<file path="src/rtl/regfile_wr_arbiter.sv">
// Write-port arbiter for the 32x32 register file: runs the post-reset clear of r1..r31,
// then shares the port between core writeback and a 1-entry buffered multi-cycle result.
module regfile_wr_arbiter #(
    parameter int MAX_WAIT     = 4,
    parameter bit CLR_ON_RESET = 1'b1
) (
    input  logic        clk,
    input  logic        rst,
    input  logic        clr_req,
    input  logic        core_we,
    input  logic [4:0]  core_addr,
    input  logic [31:0] core_data,
    output logic        core_stall,
    input  logic        md_valid,
    input  logic [4:0]  md_addr,
    input  logic [31:0] md_data,
    output logic        md_ready,
    output logic        rf_we,
    output logic [4:0]  rf_addr,
    output logic [31:0] rf_data,
    output logic        init_done
);

    typedef enum logic {ST_INIT = 1'b0, ST_RUN = 1'b1} state_t;

    localparam logic [3:0] LP_MAX_WAIT = 4'(MAX_WAIT);

    state_t      r_state;
    logic [4:0]  r_clr_cnt;
    logic [3:0]  r_wait_cnt;
    logic        r_buf_full;
    logic [4:0]  r_buf_addr;
    logic [31:0] r_buf_data;
    logic        r_init_done;

    logic w_run;
    logic w_force;
    logic w_core_wr;
    logic w_buf_wr;
    logic w_waw;
    logic w_md_ready;
    logic w_accept;

    // Port selection; a write to r0 never counts as a core grant.
    always_comb begin
        w_run      = (r_state == ST_RUN);
        w_force    = r_buf_full && (r_wait_cnt == LP_MAX_WAIT);
        w_core_wr  = w_run && core_we && (core_addr != 5'd0) && !w_force;
        w_buf_wr   = w_run && r_buf_full && !w_core_wr;
        w_waw      = w_core_wr && r_buf_full && (r_buf_addr == core_addr);
        w_md_ready = !rst && w_run && (!r_buf_full || w_buf_wr);
        w_accept   = md_valid && w_md_ready;
    end

    // Register-file port mux; nothing is written while reset is asserted.
    always_comb begin
        rf_we      = 1'b0;
        rf_addr    = 5'd0;
        rf_data    = 32'd0;
        core_stall = !w_run || w_force;
        md_ready   = w_md_ready;
        init_done  = r_init_done;
        if (rst) begin
            rf_we = 1'b0;
        end else if (!w_run) begin
            rf_we   = 1'b1;
            rf_addr = r_clr_cnt;
            rf_data = 32'd0;
        end else if (w_core_wr) begin
            rf_we   = 1'b1;
            rf_addr = core_addr;
            rf_data = core_data;
        end else if (w_buf_wr) begin
            rf_we   = 1'b1;
            rf_addr = r_buf_addr;
            rf_data = r_buf_data;
        end else begin
            rf_we = 1'b0;
        end
    end

    // Control FSM, clear counter, buffer and wait counter.
    always_ff @(posedge clk) begin
        if (rst) begin
            r_state     <= CLR_ON_RESET ? ST_INIT : ST_RUN;
            r_clr_cnt   <= 5'd1;
            r_wait_cnt  <= 4'd0;
            r_buf_full  <= 1'b0;
            r_buf_addr  <= 5'd0;
            r_buf_data  <= 32'd0;
            r_init_done <= !CLR_ON_RESET;
        end else begin
            case (r_state)
                ST_INIT: begin
                    if (r_clr_cnt == 5'd31) begin
                        r_state     <= ST_RUN;
                        r_clr_cnt   <= 5'd1;
                        r_init_done <= 1'b1;
                    end else begin
                        r_clr_cnt <= r_clr_cnt + 5'd1;
                    end
                end
                ST_RUN: begin
                    if (clr_req) begin
                        r_state     <= ST_INIT;
                        r_clr_cnt   <= 5'd1;
                        r_init_done <= 1'b0;
                        r_buf_full  <= 1'b0;
                        r_wait_cnt  <= 4'd0;
                    end else begin
                        // A new result may be loaded in the same cycle the old one drains.
                        if (w_accept) begin
                            r_buf_full <= (md_addr != 5'd0);
                            r_buf_addr <= md_addr;
                            r_buf_data <= md_data;
                        end else if (w_buf_wr || w_waw) begin
                            r_buf_full <= 1'b0;
                        end else begin
                            r_buf_full <= r_buf_full;
                        end
                        if (w_accept || w_buf_wr || w_waw) begin
                            r_wait_cnt <= 4'd0;
                        end else if (r_buf_full && (r_wait_cnt < LP_MAX_WAIT)) begin
                            r_wait_cnt <= r_wait_cnt + 4'd1;
                        end else begin
                            r_wait_cnt <= r_wait_cnt;
                        end
                    end
                end
                default: begin
                    r_state <= ST_INIT;
                end
            endcase
        end
    end

endmodule

</file>
<file path="config.mk">
export PLATFORM = sky130hd
export DESIGN_NAME = regfile_wr_arbiter
export DESIGN_NICKNAME = d
export VERILOG_FILES = /design/src/rtl/regfile_wr_arbiter.sv
export SDC_FILE = /design/constraint.sdc
export NUM_CORES = 1
export LEC_CHECK = 0
export ABC_AREA = 1
export ABC_CLOCK_PERIOD_IN_PS = 2050
export CAP_MARGIN = 0
export CORE_ASPECT_RATIO = 0.8
export CORE_MARGIN = 2
export CORE_UTILIZATION = 43
export DETAILED_ROUTE_END_ITERATION = 7
export MAX_ROUTING_LAYER = met4
export PLACE_DENSITY = 0.94
export SYNTH_ARGS = -nofsm -noshare
export SYNTH_HDL_FRONTEND = slang
export SYNTH_SLANG_ARGS = --single-unit
</file>
<file path="constraint.sdc">
create_clock -name clk -period 2.05 [get_ports clk]
set_clock_uncertainty 0.15 [all_clocks]
set_input_delay 0.5125 -clock clk [delete_from_list [all_inputs] [get_ports clk]]
set_output_delay 0.5125 -clock clk [all_outputs]
set_load 0.05 [all_outputs]
</file>
==> results of run 1 <==
## through the flow
stage          cells   util  setup TNS, ns
4_1_cts          657  0.967         -19.94
3_3_place_gp     632  0.860         -39.85
3_5_place_dp     632  0.860         -45.51
2_1_floorplan    410      -          -6.28
## kinds of logic after synthesis
kind of cell	synth area share
AND/OR/NAND/NOR	0.329
AO/OA/AOI/OAI	0.192
buffers and inverters	0.0886
flip-flops	0.356
XOR/XNOR	0.0159
adder cells (fa/ha/maj)	0.0182
## what timing repair did
item / 4_1_cts
gates resized for setup: 100
setup endpoints to repair: 75
gates cloned: 7
pin swaps: 42
setup buffers: 12
==> flow_summary.json, run 1 <==
{
  "place_hpwl_mm": 9.08,
  "gp_congestion": 0.925,
  "place_ws_ns": -0.803,
  "synth_cell_type_count": 32,
  "syn_inst": 410,
  "yosys_warnings": 0,
  "cts-root-buf": "clkbuf_8",
  "ctsLongestPathBuffers": 2,
  "die_h_um": 75.6,
  "yosys.area.top_type_share": 0.356,
  "synth-edff-count": 0,
  "cts_made_buffers": 5,
  "worstEndpointGrtRepair": "rf_addr[4]",
  "io-pin-count": 120,
  "ys_ff_latch": 49,
  "grt_max_degree": 33,
  "place_area_mm2": 0.00540,
  "htree_levels": 2,
  "yosys.area.top_type": "dfxtp_1",
  "synth_most_common_cell": "nand2_1",
  "synthTopCellsByCount": "128 x nand2_1, 69 x a21oi_1, 49 x dfxtp_1, 43 x nand3_1, 18 x nor2_1",
  "status": "aborted with a tool error",
  "holdBufCountCts": 0,
  "syn-num-nets": 493,
  "clock-sinks": 49,
  "die_width_um": 93.5,
  "worst-ep-kind": "output port",
  "avgSynthCellArea_um2": 6.72,
  "seq_area_frac_synth": 0.356,
  "rows": 26,
  "synth_area_leaders": "dfxtp_1 36%, nand2_1 17%, a21oi_1 13%",
  "synth.cell_area_mm2": 0.00276,
  "failing_step": "global routing (5_1_grt)",
  "portBuffers": 119,
  "error": "[ERROR DPL-0038] Utilization greater than 100%, impossible to legalize",
  "ys.flop_type": "dfxtp_1",
  "synthArstFlopShare": 0,
  "initial_core_util": 0.439
}
==> run 2, diff against run 1 <==
Settings changed: CORE_ASPECT_RATIO 0.8 to default, CORE_UTILIZATION 43 to 30, MAX_ROUTING_LAYER met4 to default, PLACE_DENSITY 0.94 to default, PLACE_DENSITY_LB_ADDON from default to 0.15.
==> flow_summary.json, run 2 <==
{
  "finalSetupViolations": 39,
  "via_count": 3413,
  "viasPerCell": 5.00,
  "critPathLaunchType": "register",
  "area.growth.synth_to_final_pct": 116,
  "nNetsFinal": 657,
  "fmax_ghz": 0.389,
  "wl_mm": 10.4,
  "dieArea_mm2": 0.00997,
  "cts_made_buffers": 5,
  "syn-num-nets": 493,
  "synth-edff-count": 0,
  "finalMaxSlewViolations": 0,
  "largest_register": "r_buf_data",
  "seq_area_frac_synth": 0.356,
  "place_area_mm2": 0.00552,
  "cellPowerDensity_mw_per_mm2": 313,
  "rows": 34,
  "yosys.area.top_type_share": 0.356,
  "die_h_um": 99.8,
  "setup_ws_ns": -0.521,
  "worstSetupEndpointType": "output pin",
  "ir_worst_vdd_mv": 0.333,
  "ys_ff_latch": 49,
  "cp_max_fo": 7,
  "syn_inst": 410,
  "ctsLongestPathBuffers": 2,
  "ys.flop_type": "dfxtp_1",
  "mostFrequentLayoutCell": "nand2_1",
  "synth_cell_type_count": 32,
  "violations": "setup timing",
  "yosys_warnings": 0,
  "hold_class": "reg -> reg",
  "cts-root-buf": "clkbuf_8",
  "status": "complete, but fails checks",
  "critical_path_required_ns": 1.39,
  "synth_most_common_cell": "nand2_1",
  "maxCapViolations": 0,
  "criticalPathCategory": "reg -> out",
  "synthArstFlopShare": 0,
  "reg_top3": "r_buf_data x32, r_buf_addr x5, r_clr_cnt x5",
  "io-pin-count": 120,
  "cts_tree": "built",
  "drc": 0,
  "globalRouteTotalUtil": 0.208,
  "worstSkewPairLatency_ns": 0.30,
  "ant_nets": 0,
  "place_ws_ns": -0.780,
  "drive_above_1_share": 0.451,
  "hold_ws_ns": 0.330,
  "fin_crit_ns": 2.57,
  "worst_slew_pin_slew_ns": 0.323,
  "drt_first_pass_iters": 4,
  "n_antenna_cell": 0,
  "first_iter_violations": 88,
  "avgSynthCellArea_um2": 6.72,
  "fin_crit_sh": 1.25,
  "grt_pass1_wl_mm": 16.6,
  "placeableCoreArea_mm2": 0.00881,
  "mostFrequentLayoutCells": "75 x nand2_1, 71 x clkdlybuf4s50_1, 52 x buf_12, 47 x dfxtp_1, 41 x buf_4",
  "grt_overflow": 0,
  "yosys.area.top_type": "dfxtp_1",
  "largest_reg_flops": 32,
  "wl_per_cell_um": 15.3,
  "htree_levels": 2,
  "antenna_found_initial": 0,
  "relSlewSlack": 0.783,
  "grt_max_degree": 30,
  "p_leak_nw": 2.39,
  "critPathArrivalTime_ns": 1.91,
  "synthTopCellsByCount": "128 x nand2_1, 69 x a21oi_1, 49 x dfxtp_1, 43 x nand3_1, 18 x nor2_1",
  "rsz0062_at_grt": "yes",
  "synth.cell_area_mm2": 0.00276,
  "gp_congestion": 0.850,
  "die_width_um": 99.8,
  "portBuffers": 119,
  "post-route-cell-area_mm2": 0.00596,
  "clkTransAtPathRegs_ns": 0.09,
  "place_hpwl_mm": 7.51,
  "initial_core_util": 0.313,
  "grt_pass1_vias": 3479,
  "hold_viol": 0,
  "clock-sinks": 49,
  "synth_area_leaders": "dfxtp_1 36%, nand2_1 17%, a21oi_1 13%"
}
run 2: cell counts after synthesis:
No cell type changed its count.
run 2: metal layers:
layer | routed length [um] | global-route usage
met3 | 457 | 0.0334
met4 | 140 | 0.0580
met1 | 4230 | 0.246
met2 | 5620 | 0.388
met5 | 0 | 0
run 2: metrics by stage:
stage                     TNS [ns]  power [mW]   util  instances
after global routing        -20.51        1.94  0.677        682
after global placement      -39.82        1.28  0.627        661
after detailed placement    -41.24        1.29  0.627        661
after floorplan              -6.28        1.07      -        410
final                       -17.24        1.86  0.677        682
after CTS                   -17.36        1.87  0.664        681
run 2: final timing paths:
check                    to  slack [ns]  depth (start not counted)            from
max              rf_addr[4]       -0.52                         11   r_wait_cnt[0]
min          r_buf_data[10]        0.33                          2  r_buf_data[10]
max reg2reg   r_wait_cnt[1]        0.04                         14   r_wait_cnt[0]
min reg2reg  r_buf_data[10]        0.33                          2  r_buf_data[10]
run 2: where the power goes:
| part | switching (mW) | internal (mW) |
|---|---|---|
| clock network | 0.318 | 0.269 |
| logic | 0.120 | 0.191 |
| registers | 0.00913 | 0.958 |
| total | 0.447 | 1.42 |
run 2: repair_timing:
| item | 4_1_cts | 5_1_grt |
|---|---|---|
| setup buffers | 14 | 2 |
| gates resized for setup | 68 | 26 |
| hold buffers | 0 | 0 |
| pin swaps | 37 | 11 |
| endpoints found under the setup margin | 72 | 46 |
| gates cloned | 2 | 0 |
run 2: cell families (layout without fill, tap and decap cells):
logic type,Yosys count,count (layout),share of synthesized area
AND/OR/NAND/NOR,208,208,0.329
AO/OA/AOI/OAI,95,95,0.192
flip-flops,49,49,0.356
buffers and inverters,49,213,0.0886
XOR/XNOR,5,5,0.0159
adder cells (fa/ha/maj),4,4,0.0182
run 2: area by class of cell:
type	instances	area, um2
clock buffer	7	86.3
fill	679	2840
inverter	22	100
multi-input combinational	312	2400
sequential	49	983
tap	108	135
timing repair buffer	182	2240
timing repair inverter	2	20.0
run 2: critical path: stages (launching register included):
cell and delay, ns:
dfxtp_2 0.34, inv_2 0.05, ha_4 0.15, nand2_2 0.06, inv_2 0.04, nand2_4 0.08, nand3_4 0.12, nand2_8 0.17
inv_8 0.07, a221oi_4 0.30, nor2_4 0.07, buf_12 0.16
Note: power is estimated with default switching activity, not from simulation.
==> run 3, diff against run 2 <==
Settings changed: CAP_MARGIN 0 to default, CTS_CLUSTER_SIZE from default to 28.
==> results of run 3 <==
The final DEF is identical to that of run 2; final timing and power are the same.
